<file path="src/rtl/i8mac_seq_pkg.sv">
// Shared types and defaults for the i8mac lane sequencer.
package i8mac_seq_pkg;

   // Default widths of the tap and output counts/indices.
   localparam int TAPW_DEF   = 16;
   localparam int OUTW_DEF   = 12;
   // Longest wait in DRAIN for the MAC result before flagging err.
   localparam int DRNMAX_DEF = 15;

   // One output point walks CLEAR -> ACC -> BIAS -> DRAIN, then loops or finishes.
   typedef enum logic [2:0] {
      ST_IDLE  = 3'd0,
      ST_CLEAR = 3'd1,
      ST_ACC   = 3'd2,
      ST_BIAS  = 3'd3,
      ST_DRAIN = 3'd4,
      ST_DONE  = 3'd5
   } seq_st_t;

   // Bits needed to hold the values 0..maxval (at least one bit).
   function automatic int cnt_width(input int maxval);
      int w;
      w = $clog2(maxval + 1);
      return (w < 1) ? 1 : w;
   endfunction

endpackage

</file>
<file path="src/rtl/i8mac_seq_cnt.sv">
// Loadable up-counter with a terminal flag. Counting stops at term_val,
// so an index can never wrap past its last legal value.
module i8mac_seq_cnt #(
   parameter int W = 8
) (
   input  logic         clk,
   input  logic         xreset,
   input  logic         load,
   input  logic [W-1:0] load_val,
   input  logic         inc,
   input  logic [W-1:0] term_val,
   output logic [W-1:0] cnt,
   output logic         term
);

   assign term = (cnt == term_val);

   // Counter register: load wins over increment; increment saturates at term_val.
   always_ff @(posedge clk or posedge xreset) begin
      // NOTE: state registers use non-blocking assignments so every flop samples pre-edge values.
      if (xreset) begin
         cnt <= '0;
      end else if (load) begin
         cnt <= load_val;
      end else if (inc && !term) begin
         cnt <= cnt + W'(1);
      end
   end

endmodule

</file>
<file path="src/rtl/i8mac_seq.sv">
// Sequencer for one i8mac lane: runs num_out output points of num_tap taps
// each, driving acl/aen/ivalid per point and tagging MAC results with the
// output index they belong to.
module i8mac_seq
   import i8mac_seq_pkg::*;
#(
   parameter int TAPW   = TAPW_DEF,
   parameter int OUTW   = OUTW_DEF,
   parameter int DRNMAX = DRNMAX_DEF
) (
   input  logic            clk,
   input  logic            xreset,
   input  logic            start,
   input  logic            abort,
   input  logic [TAPW-1:0] num_tap,
   input  logic [OUTW-1:0] num_out,
   input  logic            rdy,
   input  logic            tap_ok,
   input  logic            mac_acvalid,
   output logic            acl,
   output logic            aen,
   output logic            ivalid,
   output logic [TAPW-1:0] tap_idx,
   output logic [OUTW-1:0] out_idx,
   output logic            res_valid,
   output logic [OUTW-1:0] res_idx,
   output logic            busy,
   output logic            done,
   output logic            err
);

   localparam int WDW = cnt_width(DRNMAX);

   seq_st_t         state;
   seq_st_t         state_nx;

   // Run parameters, frozen for the whole run at the accepted start.
   logic [TAPW-1:0] num_tap_q;
   logic [OUTW-1:0] num_out_q;
   logic [TAPW-1:0] tap_last;
   logic [OUTW-1:0] out_last;
   logic            err_q;

   // Control strobes from the next-state logic.
   logic            accept;
   logic            err_set;
   logic            tap_load;
   logic            tap_inc;
   logic            tap_term;
   logic            out_load;
   logic            out_inc;
   logic            out_term;
   logic            wd_load;
   logic            wd_inc;
   logic            wd_term;
   logic [WDW-1:0]  wdog;

   // Last legal index of each count; only consulted once the counts are non-zero.
   assign tap_last = num_tap_q - TAPW'(1);
   assign out_last = num_out_q - OUTW'(1);

   i8mac_seq_cnt #(.W(TAPW)) u_tap_cnt (
      .clk      (clk),
      .xreset   (xreset),
      .load     (tap_load),
      .load_val ('0),
      .inc      (tap_inc),
      .term_val (tap_last),
      .cnt      (tap_idx),
      .term     (tap_term)
   );

   i8mac_seq_cnt #(.W(OUTW)) u_out_cnt (
      .clk      (clk),
      .xreset   (xreset),
      .load     (out_load),
      .load_val ('0),
      .inc      (out_inc),
      .term_val (out_last),
      .cnt      (out_idx),
      .term     (out_term)
   );

   // Drain watchdog: counts cycles spent waiting for the MAC result.
   i8mac_seq_cnt #(.W(WDW)) u_wdog_cnt (
      .clk      (clk),
      .xreset   (xreset),
      .load     (wd_load),
      .load_val ('0),
      .inc      (wd_inc),
      .term_val (WDW'(DRNMAX)),
      .cnt      (wdog),
      .term     (wd_term)
   );

   // State register.
   always_ff @(posedge clk or posedge xreset) begin
      if (xreset) begin
         state <= ST_IDLE;
      end else begin
         state <= state_nx;
      end
   end

   // Latch the run counts when a start is accepted.
   always_ff @(posedge clk or posedge xreset) begin
      if (xreset) begin
         num_tap_q <= '0;
         num_out_q <= '0;
      end else if (accept) begin
         num_tap_q <= num_tap;
         num_out_q <= num_out;
      end
   end

   // Sticky drain-timeout flag; only the next accepted start clears it.
   always_ff @(posedge clk or posedge xreset) begin
      if (xreset) begin
         err_q <= 1'b0;
      end else if (accept) begin
         err_q <= 1'b0;
      end else if (err_set) begin
         err_q <= 1'b1;
      end
   end

   // Next-state and counter control; abort overrides everything else.
   always_comb begin
      // NOTE: every signal gets its default first so no path through the case can infer a latch.
      state_nx = state;
      accept   = 1'b0;
      err_set  = 1'b0;
      tap_load = 1'b0;
      tap_inc  = 1'b0;
      out_load = 1'b0;
      out_inc  = 1'b0;
      wd_load  = 1'b0;
      wd_inc   = 1'b0;

      case (state)
         ST_IDLE: begin
            if (start) begin
               accept = 1'b1;
               // An empty run issues no MAC traffic at all.
               if (num_tap == '0 || num_out == '0) begin
                  state_nx = ST_DONE;
               end else begin
                  state_nx = ST_CLEAR;
               end
            end
         end

         ST_CLEAR: begin
            // Hold the tap index at 0 so ACC always begins at the first tap.
            tap_load = 1'b1;
            if (rdy) begin
               state_nx = ST_ACC;
            end
         end

         ST_ACC: begin
            // The MAC only samples aen on rdy cycles, so only those advance the tap.
            if (rdy) begin
               if (tap_term) begin
                  state_nx = ST_BIAS;
               end else begin
                  tap_inc = 1'b1;
               end
            end
         end

         ST_BIAS: begin
            // Arm the watchdog so DRAIN starts counting from 0.
            wd_load = 1'b1;
            if (rdy) begin
               state_nx = ST_DRAIN;
            end
         end

         ST_DRAIN: begin
            // A timeout is handled exactly like a result, minus res_valid.
            if (mac_acvalid || wd_term) begin
               err_set = !mac_acvalid;
               if (out_term) begin
                  state_nx = ST_DONE;
               end else begin
                  out_inc  = 1'b1;
                  state_nx = ST_CLEAR;
               end
            end else begin
               wd_inc = 1'b1;
            end
         end

         ST_DONE: begin
            tap_load = 1'b1;
            out_load = 1'b1;
            state_nx = ST_IDLE;
         end

         default: begin
            state_nx = ST_IDLE;
         end
      endcase

      // Abort drops straight to IDLE with zeroed indices; a dirty MAC is
      // cleaned up by the CLEAR of the next run.
      if (abort) begin
         state_nx = ST_IDLE;
         accept   = 1'b0;
         err_set  = 1'b0;
         tap_inc  = 1'b0;
         out_inc  = 1'b0;
         wd_inc   = 1'b0;
         tap_load = 1'b1;
         out_load = 1'b1;
         wd_load  = 1'b1;
      end
   end

   // Outputs are pure functions of state, so they hold whenever rdy stalls the state.
   assign acl       = (state == ST_CLEAR);
   assign aen       = (state == ST_ACC);
   assign ivalid    = (state == ST_ACC) && tap_ok;
   assign res_valid = (state == ST_DRAIN) && mac_acvalid;
   assign res_idx   = out_idx;
   assign busy      = (state != ST_IDLE);
   assign done      = (state == ST_DONE);
   assign err       = err_q;

endmodule

</file>
<file path="config.mk">
export PLATFORM = sky130hd
export DESIGN_NAME = i8mac_seq
export DESIGN_NICKNAME = d
export VERILOG_FILES = /design/src/rtl/i8mac_seq_pkg.sv /design/src/rtl/i8mac_seq_cnt.sv /design/src/rtl/i8mac_seq.sv
export SDC_FILE = /design/constraint.sdc
export NUM_CORES = 1
export LEC_CHECK = 0
export CELL_PAD_IN_SITES_DETAIL_PLACEMENT = 1
export CELL_PAD_IN_SITES_GLOBAL_PLACEMENT = 2
export CORE_ASPECT_RATIO = 1.25
export CORE_UTILIZATION = 34
export DETAILED_ROUTE_END_ITERATION = 6
export MAX_ROUTING_LAYER = met4
export PLACE_DENSITY = 0.92
export SLEW_MARGIN = 25
export SYNTH_ARGS = -nofsm -noshare
export SYNTH_HDL_FRONTEND = slang
export SYNTH_SLANG_ARGS = --single-unit
</file>
<file path="constraint.sdc">
create_clock -name clk -period 6.6 [get_ports clk]
set_input_delay 1.32 -clock clk [delete_from_list [all_inputs] [get_ports clk]]
set_output_delay 1.32 -clock clk [all_outputs]
set_load 0.03 [all_outputs]
</file>
Word-level counts from Yosys, hierarchy flattened:

Index checks and enable logic that the tools add are counted.

* bits in registers: 64
* bits of input ports: 35

* $add $sub $neg: 5
* reductions and logical operators: 21
* equality and inequality tests: 14
* multiplexer cells: 41

Operators by type and width (count)
* $mux W16: 2
* $mux W3: 9
* $mux W1: 25
* $mux W12: 2
* $add A16 B1 Y16 const B: 1
* $eq A16 B16 Y1: 1
* $logic_not A16 Y1: 1
* $sub A16 B1 Y16 const B: 1
* $ne A3 B3 Y1 const B: 5
* $pmux W3 S5: 1
* $add A12 B1 Y12 const B: 1
* $eq A12 B12 Y1: 1
* $logic_not A12 Y1: 1
* $sub A12 B1 Y12 const B: 1
* $mux W4: 2
* $reduce_bool A2 Y1: 4
* $eq A3 B2 Y1 const B: 2
* $eq A3 B3 Y1 const B: 2
* $reduce_and A6 Y1: 1
* $logic_and A1 B1 Y1: 5
* $add A4 B1 Y4 const B: 1
* $eq A4 B4 Y1 const B: 1
* $logic_not A1 Y1: 4
* $eq A3 B1 Y1 const B: 1
* other kinds (5): 6

Longest topological paths before layout:

* word-level depth: 9
* gate-level depth with buffers: 14
* gate-level depth less buffers: 10

Cells and area by module:

A second synthesis with hierarchy kept.

* cell total of the unflattened synthesis: 477
* area total of the unflattened synthesis: 4524.3 um^2

Modules (own cells, without submodules)
* i8mac_seq: instances 1, sequential area each 800.8 um^2, cells an instance 196, area each 2001.9 um^2
* i8mac_seq_cnt (u_tap_cnt): instances 1, sequential area each 400.4 um^2, cells an instance 137, area each 1233.7 um^2
* i8mac_seq_cnt (u_out_cnt): instances 1, sequential area each 300.3 um^2, cells an instance 112, area each 952.2 um^2
* i8mac_seq_cnt (u_wdog_cnt): instances 1, sequential area each 100.1 um^2, cells an instance 32, area each 336.6 um^2

Worst setup path before layout:

OpenSTA, ideal clock, no wires.

* path kind: register to output
* from: register state[2]
* to: output ivalid
* arrival time: 1.799 ns
* cell stages (with the launch flop): 4
* path slack: 3.481 ns
* path buffers: 1
* cells stage by stage: dfrtp_1 clkbuf_1 nor3b_1 and2_1

* cells in the longest elaborated chain, start to end: 2

RTL lines
* start: declaration: line i8mac_seq.sv:34 `seq_st_t state;`
* start signal: assignment: line i8mac_seq.sv:101 `state <= state_nx;`
* $eq A3 B2 Y1
* net aen: line i8mac_seq.sv:21 `output logic aen,`
* $logic_and A1 B1 Y1: line i8mac_seq.sv:224 `assign ivalid = (state == ST_ACC) && tap_ok;`
* end: declaration: line i8mac_seq.sv:22 `output logic ivalid,`

The timed path passes the listed nets, and every way through them passes these cells.

Worst setup path after layout:

* from: input mac_acvalid
* to: output res_valid

* cells in the longest elaborated chain, start to end: 1

RTL lines
* start: declaration: line i8mac_seq.sv:19 `input logic mac_acvalid,`
* $logic_and A1 B1 Y1: line i8mac_seq.sv:225 `assign res_valid = (state == ST_DRAIN) && mac_acvalid;`
* end: declaration: line i8mac_seq.sv:25 `output logic res_valid,`

No other way between the ends.

==> flow_summary.ini <==
[timing]
fin_crit_sh_pct = 60.78
max_freq_ghz = 0.2493
min_period_ns = 4.012
hold_violations = 0
worst_slew_pin_slew_ns = 0.8394
relSlewSlack_pct = 44.04
tns_ns = 0
finalMaxSlewViolations = 0
whs_ns = 0.5380
rsz0062_at_grt = no
finalWorstSetupSlack_ns = 2.589
fin_worst_skew_ns = 0.008188
finalSetupViolations = 0

[final_layout]
utilization_pct = 44.31
antennaDiodeCount = 0
nNetsFinal = 558
fin_area_um2 = 5364
nFillCells = 1406
layout-drive-gt1-share_pct = 11.47
syn_to_final_growth_pct = 27.44

[setup_path]
crit_path_max_fanout = 4
setup.worst_path.start = mac_acvalid
cp-start-kind = input port
cp.arrival_ns = 2.69
end_kind = output port
reg2reg_from = num_tap_q[0]$_DFFE_PP0P_
cp.required_ns = 5.28
path_class = in2out

[detailed_routing]
drt_iter0_drc = 144
wl_per_cell_um = 18.22
first_pass_iters = 4
vias = 3772
vias_per_cell = 5.491
finalWirelength_um = 12520
postRouteAntennaNets = 0
route.detailed.drc = 0

[yosys]
synthFlopType = dfrtp_1
synth_edf_count = 0
ys_seq_elements = 64
ys_top_cells_by_area = dfrtp_1 38%, mux2_2 7.8%, xnor2_1 4.4%, nand2_1 4.0%, xor2_1 3.3%
synth.most_common_cell = dfrtp_1
syn_nets = 496
synth_seq_area_share_pct = 38.05
yosys_warnings = 0
avgSynthCellArea_um2 = 9.230
synth_cell_types = 63
ys_top_cells_by_count = 64 x dfrtp_1, 45 x nand2_1, 29 x mux2_2, 21 x nor2_1, 21 x xnor2_1
syn_inst = 456
syn_area_um2 = 4209
synth_top_area_share_pct = 38.05
synth_area_leader_cell = dfrtp_1
synthArstFlopShare_pct = 100.0

[pwr]
p_seq_share_pct = 40.6
pwr-share-comb_pct = 22.0
leakagePower_nw = 2.139
p_int_mw = 0.8614
p_switching_mw = 0.3931
ir_worst_vdd_uv = 128.1
switching_share_pct = 31.34
power_density_nw_per_um2 = 233.9
p_clk_share_pct = 37.4

[grt]
grt_first_pass_wirelength_um = 20570
grt_overflow = 0
grt_pass1_vias = 3971
antenna_found_initial = 0
grt_max_degree = 65
track_usage_pct = 21.58

[run]
max_cap_viol_count = 0

[clocking]
htreeDepth = 3
cts_resized = 0
cts_sinks = 64
clk_path_buf_depth = 2
root_buffer = clkbuf_16
cts.hold.buffers_added = 0
post-cts-setup-buffer-count = 0
cts_inserted_buffers = 9
insertion_delay_ns = 0.34
clk_pin_slew_ns = 0.06
cts_tree = done

[place]
gp_congestion = 0.8777
port_buffers = 81
pre_cts_slack_ns = 2.577
hpwlAfterDp_um = 9356
post_dp_cell_area_um2 = 5070

[floorplanning]
start_util_pct = 34.77
row_count = 45
io_pins = 82
core-area_um2 = 12110
die_area_um2 = 12830
die_w_um = 101.5
die_h_um = 126.4

[worst_hold_path]
hp-class = reg2reg
worstHoldStart = err$_DFFE_PP0P_

[run_status]
status = finished clean
==> flip-flops by register name, indices dropped and copies added (netlist names) <==
name,count
err,1
num_out_q,12
num_tap_q,16
state,3
u_out_cnt.cnt,12
u_tap_cnt.cnt,16
u_wdog_cnt.cnt,4
==> final cells by class <==
type                       count  area (um2)  share of cell area, %
multi-input combinational    348        2401                  44.76
tap                          164       205.2                  3.826
sequential                    64        1602                  29.86
clock inverter                 6       60.06                  1.120
timing repair buffer          82       818.3                  15.26
clock buffer                  10       229.0                  4.269
inverter                      13       48.80                 0.9097
==> per-layer routing <==
metal,share of wire (%),wire length (um),vias up,track usage (%)
li1,-,-,1786,-
met1,41,5181,1879,23.51
met2,53,6673,86,38.08
met3,2.8,355,21,3.526
met4,2.4,304,0,9.378
met5,0,0,-,-
==> path summary, 6_finish.rpt <==
kind | end | slack (ns) | cells past startpoint
min in group asynchronous | num_out_q[2]$_DFFE_PP0P_ | 1.56 | 3
max reg2reg | state[0]$_DFFE_PP0P_ | 3.21 | 10
max | res_valid | 2.59 | 3
min | err$_DFFE_PP0P_ | 0.54 | 1
max in group asynchronous | u_out_cnt.cnt[0]$_DFFE_PP0P_ | 4.49 | 3
min reg2reg | err$_DFFE_PP0P_ | 0.54 | 1
==> power groups by stage <==
stage | clock (mW) | sequential, mW | combinational (mW)
3_5_place_dp | 0 | 0.515 | 0.273
3_3_place_gp | 0 | 0.512 | 0.261
5_1_grt | 0.499 | 0.517 | 0.304
4_1_cts | 0.482 | 0.509 | 0.278
6_report | 0.469 | 0.509 | 0.276
2_1_floorplan | 0 | 0.481 | 0.215
==> worst max-delay path: stages <==
cell and delay [ns]:
clkdlybuf4s50_1 0.51, and3_1 0.18, clkdlybuf4s50_1 0.68
==> logic make-up (layout without fill, tap and decap cells) <==
kind of cell             Yosys count  after routing  synth area share, %
AND/OR/NAND/NOR                  191            191                25.54
adder cells (fa/ha/maj)            5              5                1.486
buffers and inverters             44            111                5.054
XOR/XNOR                          37             37                7.699
AO/OA/AOI/OAI                     76             76                12.04
multiplexers                      39             39                10.14
flip-flops                        64             64                38.05
==> layout by cell type (no fill, tap or decap), drive strengths merged, types with 3 or more instances in the layout <==
cell,n
a211oi,4
a21oi,17
a31oi,6
and2,6
and3,12
clkbuf,10
clkdlybuf4s50,81
clkinv,3
dfrtp,64
ha,5
inv,13
mux2,29
mux2i,10
nand2,45
nand2b,3
nand3,16
nand3b,5
nand4,8
nor2,21
nor2b,3
nor3,17
nor3b,4
nor4,17
o211ai,4
o21ai,17
o31ai,5
or2,4
or3,13
or4,8
xnor2,21
xor2,16
==> through the flow <==
step	instances	power [mW]
CTS	687	1.269
finish	687	1.254
floorplan	456	0.6957
global route	687	1.320
detailed placement	671	0.7885
global placement	671	0.7732
Power figures use the tool's default switching activity.
==> edit, RTL diff (same flow settings) <==
`OUTW_DEF`: 12 -> 24.
--- a/src/rtl/i8mac_seq_pkg.sv
+++ b/src/rtl/i8mac_seq_pkg.sv
@@ -3,7 +3,7 @@
 
    // Default widths of the tap and output counts/indices.
    localparam int TAPW_DEF   = 16;
-   localparam int OUTW_DEF   = 12;
+   localparam int OUTW_DEF   = 24;
    // Longest wait in DRAIN for the MAC result before flagging err.
    localparam int DRNMAX_DEF = 15;
 
Ports: changed (resized num_out, out_idx and res_idx); port bits go from 82 to 118. The function was not compared with the original's and may differ.
==> edit against the unedited design <==
Power up 29%; synthesized area up 38%; setup slack better by 0.032 ns; fmax up 0.82%; cell area up 36%; synthesized cell count up 40%; sequential power up 41%; hold slack worse by 0.0059 ns; wire length up 44%; sequential cell count up 24; largest cell class unchanged.
==> edit: results <==
layout:
  drive_gt1_frac: 0.0968
  nFillCells: 1946
  reg_top3: "num_out_q x24, u_out_cnt.cnt x24"
  nets: 770
hold_path:
  min_from: "num_tap_q[15]"
  min_to: "num_tap_q[15]"
status:
  status: "complete, no violations"
routing:
  wl_met3_um: 712
  drt-initial-drc-count: 325
  wl_met2_um: 9330
  avgViaCountPerCell: 5.75
  wl_met1_um: 7480
  drt_wl_total_um: 18100
  vias: 5430
global_routing:
  grt_pass1_vias: 5821
  grt_pass1_wl_um: 29600
  antenna_found_initial: 1
  grt_max_degree: 58
  track_usage: 0.219
synthesis:
  syn_nets: 692
  yosys.area_share.adder: 0.0108
  synthMuxAreaShare: 0.0782
  netlist_instances: 640
  yosys-top-cells-count: "dfrtp_1, nand2_1, mux2_2"
  synthTopCellsByArea: "dfrtp_1, mux2_2, xnor2_1"
  synthXorXnorAreaFrac: 0.0830
worst_setup_path:
  crit_arrival_ns: 2.66
  r2r_cells: 11
  r2r_start: "num_out_q[1]"
  slowest_delay_ns: 0.66
  rr_endpoint: "u_out_cnt.cnt[18]"
placement:
  hpwl_um: 13600
  place.port_buffers: 117
  placedCellCount: 927
  place_congestion: 0.911
  placed_area_mm2: 0.00698
pwr:
  power_density_mw_per_mm2: 222
  comb_power_share: 0.232
  p_leak_nw: 2.69
  p_seq_mw: 0.719
sta:
  max-slew-margin-rel: 0.292
  period_needed_ns: 3.98
  fin_skew_ns: 0.00957
clock_network:
  cts_buffers: 9
==> edit: cell types whose count changed in the layout (fill, tap and decap cells not counted), moves of 10 or more <==
| cell | change |
|---|---|
| clkdlybuf4s50_1 | +36 |
| dfrtp_1 | +24 |
| nand4_1 | +22 |
| nand2_1 | +17 |
| nor2_1 | +13 |
| o21ai_0 | +13 |
| or4_1 | +13 |
| a21oi_1 | +12 |
| xor2_1 | +11 |
| nor4_1 | +10 |
| o211ai_1 | +10 |
==> edit: layout make-up <==
cell class / count / share of cell area
antenna: 1 / 0.000344
clock buffer: 11 / 0.0334
clock inverter: 5 / 0.00774
inverter: 14 / 0.00739
multi-input combinational: 483 / 0.445
sequential: 88 / 0.303
tap: 220 / 0.0378
timing repair buffer: 122 / 0.166
==> edit: per-layer routing <==
layer  up-vias  track usage
li1       2522            -
met2       149        0.379
met1      2728        0.249
met4         0       0.0918
met5         -            -
met3        31       0.0403
